<file path="src/rtl/bottling_pkg.sv">
// Shared types and default widths for the bottling controller and display stage.
package bottling_pkg;

   localparam int unsigned PILL_W_DEF   = 6;
   localparam int unsigned BOTTLE_W_DEF = 10;
   localparam int unsigned DROP_W       = 8;

   typedef enum logic [1:0] {
      IDLE   = 2'd0,
      RUN    = 2'd1,
      PAUSED = 2'd2,
      SWAP   = 2'd3
   } state_t;

endpackage

</file>
<file path="src/rtl/bottling_controller_if.sv">
// Command/status bundle of the bottling controller.
// drop_count exists only when BOTTLING_DROP_COUNT_EN is defined.
interface bottling_controller_if
   import bottling_pkg::*;
#(
   parameter int unsigned PILL_W   = PILL_W_DEF,
   parameter int unsigned BOTTLE_W = BOTTLE_W_DEF
);

   logic                pill_pulse;
   logic                start;
   logic                pause;
   logic                stop;
   logic                clear;
   logic                bottle_ready;
   logic [PILL_W-1:0]   target;
   logic [PILL_W-1:0]   pill_count;
   logic [BOTTLE_W-1:0] bottle_count;
   logic                bottle_done;
   logic                swap_req;
   logic                busy;
   logic                start_err;
`ifdef BOTTLING_DROP_COUNT_EN
   logic [DROP_W-1:0]   drop_count;

   modport master (
      output pill_pulse, start, pause, stop, clear, bottle_ready, target,
      input  pill_count, bottle_count, bottle_done, swap_req, busy, start_err, drop_count
   );

   modport slave (
      input  pill_pulse, start, pause, stop, clear, bottle_ready, target,
      output pill_count, bottle_count, bottle_done, swap_req, busy, start_err, drop_count
   );
`else
   modport master (
      output pill_pulse, start, pause, stop, clear, bottle_ready, target,
      input  pill_count, bottle_count, bottle_done, swap_req, busy, start_err
   );

   modport slave (
      input  pill_pulse, start, pause, stop, clear, bottle_ready, target,
      output pill_count, bottle_count, bottle_done, swap_req, busy, start_err
   );
`endif

endinterface

</file>
<file path="src/rtl/bottling_sat_counter.sv">
// Saturating up-counter with synchronous clear.
module bottling_sat_counter #(
   parameter int unsigned W = 8
) (
   input  logic         clk,
   input  logic         reset,
   input  logic         clr,
   input  logic         inc,
   output logic [W-1:0] count
);

   always_ff @(posedge clk or posedge reset) begin
      if (reset) begin
         count <= '0;
      end else if (clr) begin
         count <= '0;
      end else if (inc && (count != {W{1'b1}})) begin
         count <= count + W'(1);
      end
   end

endmodule

</file>
<file path="src/rtl/bottling_controller.sv">
// Per-bottle pill counter and bottle-change sequencer.
// Optional drop counter enabled by BOTTLING_DROP_COUNT_EN.
module bottling_controller
   import bottling_pkg::*;
#(
   parameter int unsigned PILL_W   = PILL_W_DEF,
   parameter int unsigned BOTTLE_W = BOTTLE_W_DEF
) (
   input  logic                  clk,
   input  logic                  reset,
   bottling_controller_if.slave  bus
);

   state_t              state_q, state_d;
   logic [PILL_W-1:0]   pill_q, pill_d, tgt_q, tgt_d, pill_inc;
   logic [BOTTLE_W-1:0] bottle_q, bottle_d;
   logic                pend_q, pend_d, pend_nx;
   logic                done_q, done_d;
   logic                err_q, err_d;
   logic                busy_q, swap_q;
   logic                drop_inc, drop_clr;

   assign pill_inc = pill_q + PILL_W'(1);
   assign pend_nx  = pend_q | bus.pill_pulse;

   // Next state; commands resolved in the order stop, pause, start, pill/bottle_ready.
   always_comb begin
      state_d  = state_q;
      pill_d   = pill_q;
      tgt_d    = tgt_q;
      bottle_d = bottle_q;
      pend_d   = pend_q;
      done_d   = 1'b0;
      err_d    = 1'b0;
      drop_inc = 1'b0;
      drop_clr = 1'b0;
      unique case (state_q)
         IDLE: begin
            if (bus.stop || bus.pause) begin
               state_d = IDLE;
            end else if (bus.start) begin
               if (bus.target != '0) begin
                  tgt_d   = bus.target;
                  pill_d  = '0;
                  state_d = RUN;
               end else begin
                  err_d = 1'b1;
               end
            end else if (bus.clear) begin
               pill_d   = '0;
               bottle_d = '0;
               drop_clr = 1'b1;
            end
         end
         RUN: begin
            if (bus.stop) begin
               state_d = IDLE;
               pend_d  = 1'b0;
            end else if (bus.pause) begin
               state_d = PAUSED;
            end else if (bus.pill_pulse) begin
               pill_d = pill_inc;
               if (pill_inc == tgt_q) begin
                  bottle_d = bottle_q + BOTTLE_W'(1);
                  done_d   = 1'b1;
                  state_d  = SWAP;
               end
            end
         end
         PAUSED: begin
            if (bus.stop) begin
               state_d = IDLE;
               pend_d  = 1'b0;
            end else if (bus.pause) begin
               state_d = RUN;
            end else if (bus.pill_pulse) begin
               drop_inc = 1'b1;
            end
         end
         SWAP: begin
            if (bus.stop) begin
               state_d = IDLE;
               pend_d  = 1'b0;
            end else begin
               drop_inc = bus.pill_pulse & pend_q;
               pend_d   = pend_nx;
               if (bus.bottle_ready) begin
                  pill_d = PILL_W'(pend_nx);
                  pend_d = 1'b0;
                  // A single-pill target is already full with the held pill.
                  if (pend_nx && (tgt_q == PILL_W'(1))) begin
                     bottle_d = bottle_q + BOTTLE_W'(1);
                     done_d   = 1'b1;
                  end else begin
                     state_d = RUN;
                  end
               end
            end
         end
         default: state_d = IDLE;
      endcase
   end

   always_ff @(posedge clk or posedge reset) begin
      if (reset) begin
         state_q  <= IDLE;
         pill_q   <= '0;
         tgt_q    <= '0;
         bottle_q <= '0;
         pend_q   <= 1'b0;
         done_q   <= 1'b0;
         err_q    <= 1'b0;
         busy_q   <= 1'b0;
         swap_q   <= 1'b0;
      end else begin
         state_q  <= state_d;
         pill_q   <= pill_d;
         tgt_q    <= tgt_d;
         bottle_q <= bottle_d;
         pend_q   <= pend_d;
         done_q   <= done_d;
         err_q    <= err_d;
         busy_q   <= (state_d != IDLE);
         swap_q   <= (state_d == SWAP);
      end
   end

   assign bus.pill_count   = pill_q;
   assign bus.bottle_count = bottle_q;
   assign bus.bottle_done  = done_q;
   assign bus.swap_req     = swap_q;
   assign bus.busy         = busy_q;
   assign bus.start_err    = err_q;

`ifdef BOTTLING_DROP_COUNT_EN
   bottling_sat_counter #(.W(DROP_W)) u_drop_cnt (
      .clk   (clk),
      .reset (reset),
      .clr   (drop_clr),
      .inc   (drop_inc),
      .count (bus.drop_count)
   );
`else
   logic unused_drop;
   assign unused_drop = drop_inc ^ drop_clr;
`endif

endmodule

</file>
<file path="src/flat_wrapper.sv">
// flat-port wrapper written by rule: the top's interface ports become plain ports
module bottling_controller_flat import bottling_pkg::*;
#(
   parameter int unsigned PILL_W   = PILL_W_DEF,
   parameter int unsigned BOTTLE_W = BOTTLE_W_DEF
)
  (clk, reset, bus_pill_pulse, bus_start, bus_pause, bus_stop, bus_clear, bus_bottle_ready, bus_target, bus_pill_count, bus_bottle_count, bus_bottle_done, bus_swap_req, bus_busy, bus_start_err);
  bottling_controller_if #(.PILL_W(PILL_W), .BOTTLE_W(BOTTLE_W)) bus_i ();
  input  logic clk;
  input  logic reset;
  input wire logic [$bits(bus_i.pill_pulse)-1:0] bus_pill_pulse;
  input wire logic [$bits(bus_i.start)-1:0] bus_start;
  input wire logic [$bits(bus_i.pause)-1:0] bus_pause;
  input wire logic [$bits(bus_i.stop)-1:0] bus_stop;
  input wire logic [$bits(bus_i.clear)-1:0] bus_clear;
  input wire logic [$bits(bus_i.bottle_ready)-1:0] bus_bottle_ready;
  input wire logic [$bits(bus_i.target)-1:0] bus_target;
  output wire logic [$bits(bus_i.pill_count)-1:0] bus_pill_count;
  output wire logic [$bits(bus_i.bottle_count)-1:0] bus_bottle_count;
  output wire logic [$bits(bus_i.bottle_done)-1:0] bus_bottle_done;
  output wire logic [$bits(bus_i.swap_req)-1:0] bus_swap_req;
  output wire logic [$bits(bus_i.busy)-1:0] bus_busy;
  output wire logic [$bits(bus_i.start_err)-1:0] bus_start_err;
  assign bus_i.pill_pulse = bus_pill_pulse;
  assign bus_i.start = bus_start;
  assign bus_i.pause = bus_pause;
  assign bus_i.stop = bus_stop;
  assign bus_i.clear = bus_clear;
  assign bus_i.bottle_ready = bus_bottle_ready;
  assign bus_i.target = bus_target;
  assign bus_pill_count = bus_i.pill_count;
  assign bus_bottle_count = bus_i.bottle_count;
  assign bus_bottle_done = bus_i.bottle_done;
  assign bus_swap_req = bus_i.swap_req;
  assign bus_busy = bus_i.busy;
  assign bus_start_err = bus_i.start_err;
  bottling_controller #(.PILL_W(PILL_W), .BOTTLE_W(BOTTLE_W)) u_core (.clk(clk), .reset(reset), .bus(bus_i));
endmodule
</file>
<file path="config.mk">
export PLATFORM = sky130hd
export DESIGN_NAME = bottling_controller_flat
export DESIGN_NICKNAME = d
export VERILOG_FILES = /design/src/rtl/bottling_pkg.sv /design/src/rtl/bottling_controller_if.sv /design/src/rtl/bottling_sat_counter.sv /design/src/rtl/bottling_controller.sv /design/src/flat_wrapper.sv
export SDC_FILE = /design/constraint.sdc
export NUM_CORES = 1
export LEC_CHECK = 0
export CAP_MARGIN = 20
export CORE_ASPECT_RATIO = 0.6
export CORE_MARGIN = 4
export CORE_UTILIZATION = 57
export CTS_BUF_LIST = sky130_fd_sc_hd__clkbuf_2 sky130_fd_sc_hd__clkbuf_4 sky130_fd_sc_hd__clkbuf_8
export DETAILED_ROUTE_END_ITERATION = 7
export MAX_ROUTING_LAYER = met4
export PLACE_DENSITY = 0.87
export SLEW_MARGIN = 10
export SYNTH_ARGS = -nofsm -noshare
export SYNTH_HDL_FRONTEND = slang
export SYNTH_SLANG_ARGS = --single-unit
</file>
<file path="constraint.sdc">
create_clock -name clk -period 5.95 [get_ports clk]
set_clock_uncertainty 0.05 [all_clocks]
set_input_delay 0.595 -clock clk [delete_from_list [all_inputs] [get_ports clk]]
set_output_delay 0.595 -clock clk [all_outputs]
set_load 0.02 [all_outputs]
</file>
======== Word level (Yosys, flattened, before mapping) ========
Index checks and enable logic that the tools add are counted.
word-level totals
  word-level logic and storage cells ...... 94
  RAM bits ................................ 0
  input port bits ......................... 14
  bits in read-only memories .............. 0
  output and inout port bits .............. 20
  flip-flop bits (word level) ............. 29
  bits in latches ......................... 0
  memories ................................ 0
operators by class
  magnitude comparators ................... 0
  div/mod/pow operators ................... 0
  muxes and demuxes ....................... 50
  equal/unequal tests ..................... 19
  add/sub/neg operators ................... 2
  shifts and indexed selects .............. 0
  bitwise gates (word level) .............. 2
  reduce and logical (&&, ||, !) cells .... 12
  $mul .................................... 0
operators by type and width
  cell                   number
  $mux 10                10
  $mux 6                 9
  $pmux 10 s3            1
  $mux 2                 12
  $pmux 6 s3             1
  $ne 2x2->1 const B     8
  $mux 1                 14
  $reduce_and 11->1      1
  $add 10x1->10 const B  1
  $reduce_and 9->1       1
  $pmux 2 s4             1
  $add 6x1->6 const B    1
  $eq 2x2->1 const B     3
  $eq 6x1->1 const B     1
  $eq 6x6->1             1
  $ne 2x1->1 const B     3
  $reduce_bool 6->1      1
  $pmux 1 s2             2
  $reduce_and 4->1       1
  $reduce_bool 2->1      2
  $ne 3x2->1 const B     1
  $ne 3x3->1 const B     1
  $reduce_bool 3->1      1
  $eq 2x1->1 const B     1
  7 further kinds        7

======== Logic depth before layout (Yosys ltp) ========
  word-level depth ........................ 8
  mapped depth ............................ 11
  depth with buffers taken out ............ 8

======== Worst setup path after synthesis ========
No wires, ideal clock.
  path kind ............................... register to register
  start ................................... register u_core.state_q[0]
  end ..................................... register u_core.bottle_q[8] (netlist: u_core.bus.bottle_count[8])
  path buffers ............................ 3
  library setup time ...................... 155 ps
  data required time ...................... 5745 ps
  clock period less this slack ............ 2327 ps
  arrival time ............................ 2123 ps
  cell stages (with the launch flop) ...... 12
  slack ................................... 3623 ps
  cell sequence ........................... dfrtp_1 inv_1 ha_1 clkbuf_1 o21a_1 a211oi_1 o2111ai_1 a211o_1 buf_2 clkbuf_1 o21ai_0 a21oi_1
on the way
  word-level cells in the longest chain between the ends .. 3
  elaborated cells on any way between the ends .. 16
  those cells by class .................... eq/ne (12); mux (1); reduce/logical (3)
ends and longest elaborated chain
  element                                             RTL line                    RTL
  start, declared                                     bottling_controller.sv:14   state_t state_q, state_d;
  start signal, assigned                              bottling_controller.sv:116  state_q <= state_d;
  $eq 2x2->1, or another cell as far along            bottling_controller.sv:37   unique case (state_q)
  $ne 2x1->1 (no line), or another cell as far along  -
  $reduce_and 11->1 (no line)                         -
  end signal, assigned                                bottling_controller.sv:119  bottle_q <= bottle_d;
  end, declared                                       bottling_controller.sv:16   logic [BOTTLE_W-1:0] bottle_q, bottle_d;
Several ways; a longest one is shown, not always the timed one.
A chain may end at the register's enable or synchronous reset.

======== Worst setup path in the final report ========
  start ................................... input port bus_stop
  end ..................................... register u_core.bottle_q[9] (netlist: u_core.bus.bottle_count[9])
on the way
  word-level cells in the longest chain between the ends .. 3
  elaborated cells on any way between the ends .. 5
  those cells by class .................... eq/ne (3); reduce/logical (2)
ends and longest elaborated chain
  element                          RTL line                   RTL
  start, declared                  flat_wrapper.sv:14         input wire logic [$bits(bus_i.stop)-1:0] bus_stop;
  $logic_or 1x1->1                 bottling_controller.sv:39  if (bus.stop || bus.pause) begin
  $ne 2x2->1 (no line)             -
  $reduce_and 11->1 (no line) (*)  -
Mark *: on every way between the ends. The rest lies on a longest branch, timed or not.

==> key figures <==
Die
  – Initial Util: 59.6%
  – Die Y: 50.3 um
  – Die X: 78.5 um
  – Std cell rows: 15
  – Top Ports: 34
  – Core Box Area: 2850 um2
  – Die area: 3950 um2

Power
  – P_int: 464 uW
  – Tot Pwr: 764 uW
  – Pwr Density: 350 nW/um2
  – Flop pwr share: 39.1%
  – Peak supply drop: 0.234 mV
  – Clock group share of total power: 21.1%
  – Sw frac: 39.3%
  – P_sw: 300 uW
  – Static Leakage: 0.883 nW
  – Logic pwr share: 39.8%

Synth
  – Post-synthesis register bit count: 29
  – Synth area leaders: dfrtp_1 43%, a21oi_1 5.0%, mux2_2 4.6%
  – EDFF count, synth: 0
  – Dominant cell type by area after synthesis: dfrtp_1
  – Synth top area share: 42.7%
  – Synth async-reset ratio: 100%
  – Synth Warn #: 0
  – Netlist cell types: 40
  – Synthesized Nets: 203
  – Avg Inst Size Synth: 9.28 um2
  – Post-Syn Area: 1700 um2
  – Cells after Synth: 183
  – Seq/Total Area, Yosys: 42.7%
  – Most used DFF post-synth: dfrtp_1

Clock network
  – Skew-Pair Late Insertion Delay: 290 ps
  – CTS sink cnt: 29
  – Clock buffer depth: 2
  – CTS H-tree lvls: 2
  – Clk slew on worst S/H paths: 60 ps
  – CTS Root Cell: clkbuf_8
  – TritonCTS buffer count: 5
  – Hold-fix buffers, CTS: 0
  – Setup bufs post-CTS: 0
  – CTS tree: yes
  – PostCTS Resize Cnt: 0

Timing
  – RSZ-0062 raised after global routing: no
  – Final period utilization: 48.3%
  – Achievable frequency: 348 MHz
  – Period minus WS final: 2880 ps
  – Setup violators final: 0
  – Final Max Slew Viols: 0
  – Final Hold Violating Endpoints: 0
  – Slew @ Worst Pin: 889 ps
  – TNS Setup: 0 ps
  – Slew margin rel.: 40.3%
  – Worst hold slack: 499 ps

Min path
  – Hold Path Class: reg -> reg

Detailed routing
  – Vias after detailed routing: 1,559
  – DR pass1 iterations: 4
  – Post-DRT Antenna Nets: 0
  – Vias per cell: 5.93
  – WL per Instance: 15.1 um
  – DRT Wirelength: 3970 um
  – Remaining DRCs: 0
  – DR iter-0 viols: 69

Worst setup path
  – Req. time, crit path: 6110 ps
  – Crit path max fanout: 20
  – Crit-path slowest cell: or4_1
  – Setup crit end kind: flip-flop
  – Startpoint Class: primary input
  – Buf/Inv on CP: 1
  – Worst EP arrival: 3040 ps
  – Max incr delay on CP: 570 ps
  – Critical path type: in -> reg
  – Family with the most delay on the worst path: compound AO/OA/AOI/OAI gates
  – CP Cell Sequence: clkdlybuf4s50_1 > o21a_1 > a211oi_1 > o2111ai_1 > a211o_1 > or4_1 > a21oi_1

Global route
  – Number of global-route vias before repair: 1,420
  – First-pass GRT wire length: 6800 um
  – Congestion Overflow GR: 0
  – Pin count of the biggest net entering global routing: 30
  – Initial antenna violation count: 0
  – GRT Resource Usage Total: 23.3%

Run
  – Max cap viols: 0

Final layout
  – Fillers: 213
  – Layout Cells excl Fill: 263
  – Nets: 240
  – Layout Utilization: 76.4%
  – P&R area growth vs syn: 28.3%
  – Diodes inserted: 0
  – Layout cells sized above 1: 8.60%

Outcome
  – Status: completed

Place
  – Placer Congestion: 0.912
  – Placed Cells: 254
  – HPWL Detailed: 2960 um
  – Port bufs: 33
[metal layers]
metal  GRT usage, %  routed length (um)
met1           30.9                1900
met5              -                   0
met4           9.01                  60
met3           5.56                 246
met2           34.8                1760
[path summary, 6_finish.rpt]
kind / startpoint / end / slack (ps) / depth (start not counted)
worst max-delay path: bus_stop / u_core.bus.bottle_count[9]$_DFFE_PP0P_ / 3070 / 7
worst min-delay path: u_core.bus.bottle_count[9]$_DFFE_PP0P_ / u_core.bus.bottle_count[9]$_DFFE_PP0P_ / 500 / 2
max in group asynchronous: reset / u_core.pend_q$_DFFE_PP0P_ / 4880 / 3
min in group asynchronous: reset / u_core.bus.pill_count[4]$_DFFE_PP0P_ / 550 / 2
worst min register to register: u_core.bus.bottle_count[9]$_DFFE_PP0P_ / u_core.bus.bottle_count[9]$_DFFE_PP0P_ / 500 / 2
worst max register to register: u_core.state_q[0]$_DFF_PP0_ / u_core.bus.bottle_count[9]$_DFFE_PP0P_ / 3190 / 8
[tightest hold or removal path, cell delays in order, from the launching register on]
cell	delay, ps
dfrtp_1	390
o31ai_1	70
a21oi_1	50
[power by group through the flow]
stage               Combinational (mW)  Clock, mW  Sequential (mW)
finish                           0.304      0.162            0.299
CTS                              0.300      0.164            0.298
detailed placement               0.299          0            0.301
global placement                 0.288          0            0.298
floorplan                        0.189          0            0.311
global route                     0.333      0.174            0.306
[sequential cells by signal (all words and copies together) (netlist names)]
name                     flops
u_core.bus.pill_count        6
u_core.state_q               2
u_core.bus.bottle_count     10
u_core.bus.start_err         1
u_core.bus.busy              1
u_core.pend_q                1
u_core.bus.bottle_done       1
u_core.tgt_q                 6
u_core.bus.swap_req          1
[placed cells by master, fill, tap and decap left out, types with 7 or more instances in the layout]
cell type and count:
clkdlybuf4s50_1 33, dfrtp_1 29, a21oi_1 17, nand2_1 14, o21ai_0 12, inv_1 10, nor2_1 8, nand3_1 7
mux2_2 7, or3_1 7
[layout make-up]
cell class | instances | area, um2 | share of cell area (%)
Clock inverter | 2 | 10.0 | 0.459
Inverter | 11 | 41.3 | 1.89
Sequential cell | 29 | 726 | 33.3
Timing Repair Buffer | 34 | 358 | 16.4
Tap cell | 42 | 52.6 | 2.41
Clock buffer | 6 | 76.3 | 3.50
Multi-Input combinational cell | 139 | 916 | 42.0
[cells by family after synthesis]
logic type / Yosys count / synth area share (%)
DFF: 29 / 42.7
adders and majority gates: 6 / 4.42
muxes: 7 / 4.64
buffers and inverters: 15 / 3.39
xor gates and xnor gates: 7 / 3.61
AOI/OAI and AO/OA: 59 / 21.4
and+or+nand+nor: 60 / 19.9
[cell usage after synthesis (2+ instances only)]
cell / number
a211o_1: 2
nand4_1: 2
nor3_1: 5
o21ai_1: 6
o211ai_1: 3
a21oi_1: 17
dfrtp_1: 29
ha_1: 6
mux2_2: 7
and2_1: 4
nand2_1: 14
nand3_1: 7
inv_1: 11
or3_1: 7
a21o_1: 2
xor2_1: 3
nor2_1: 8
o31ai_1: 5
and3_1: 2
o2111ai_1: 2
nand2b_1: 3
clkbuf_1: 3
a211oi_1: 4
o21ai_0: 12
xnor2_1: 4
[stage by stage]
step           setup slack (ps)  instance area [um2]
4_1_cts                    3110                 2150
6_report                   3070                 2180
3_3_place_gp               2930                 2070
2_1_floorplan              3620                 1700
5_1_grt                    2910                 2180
3_5_place_dp               2820                 2070
(Power assumes the default switching activity.)
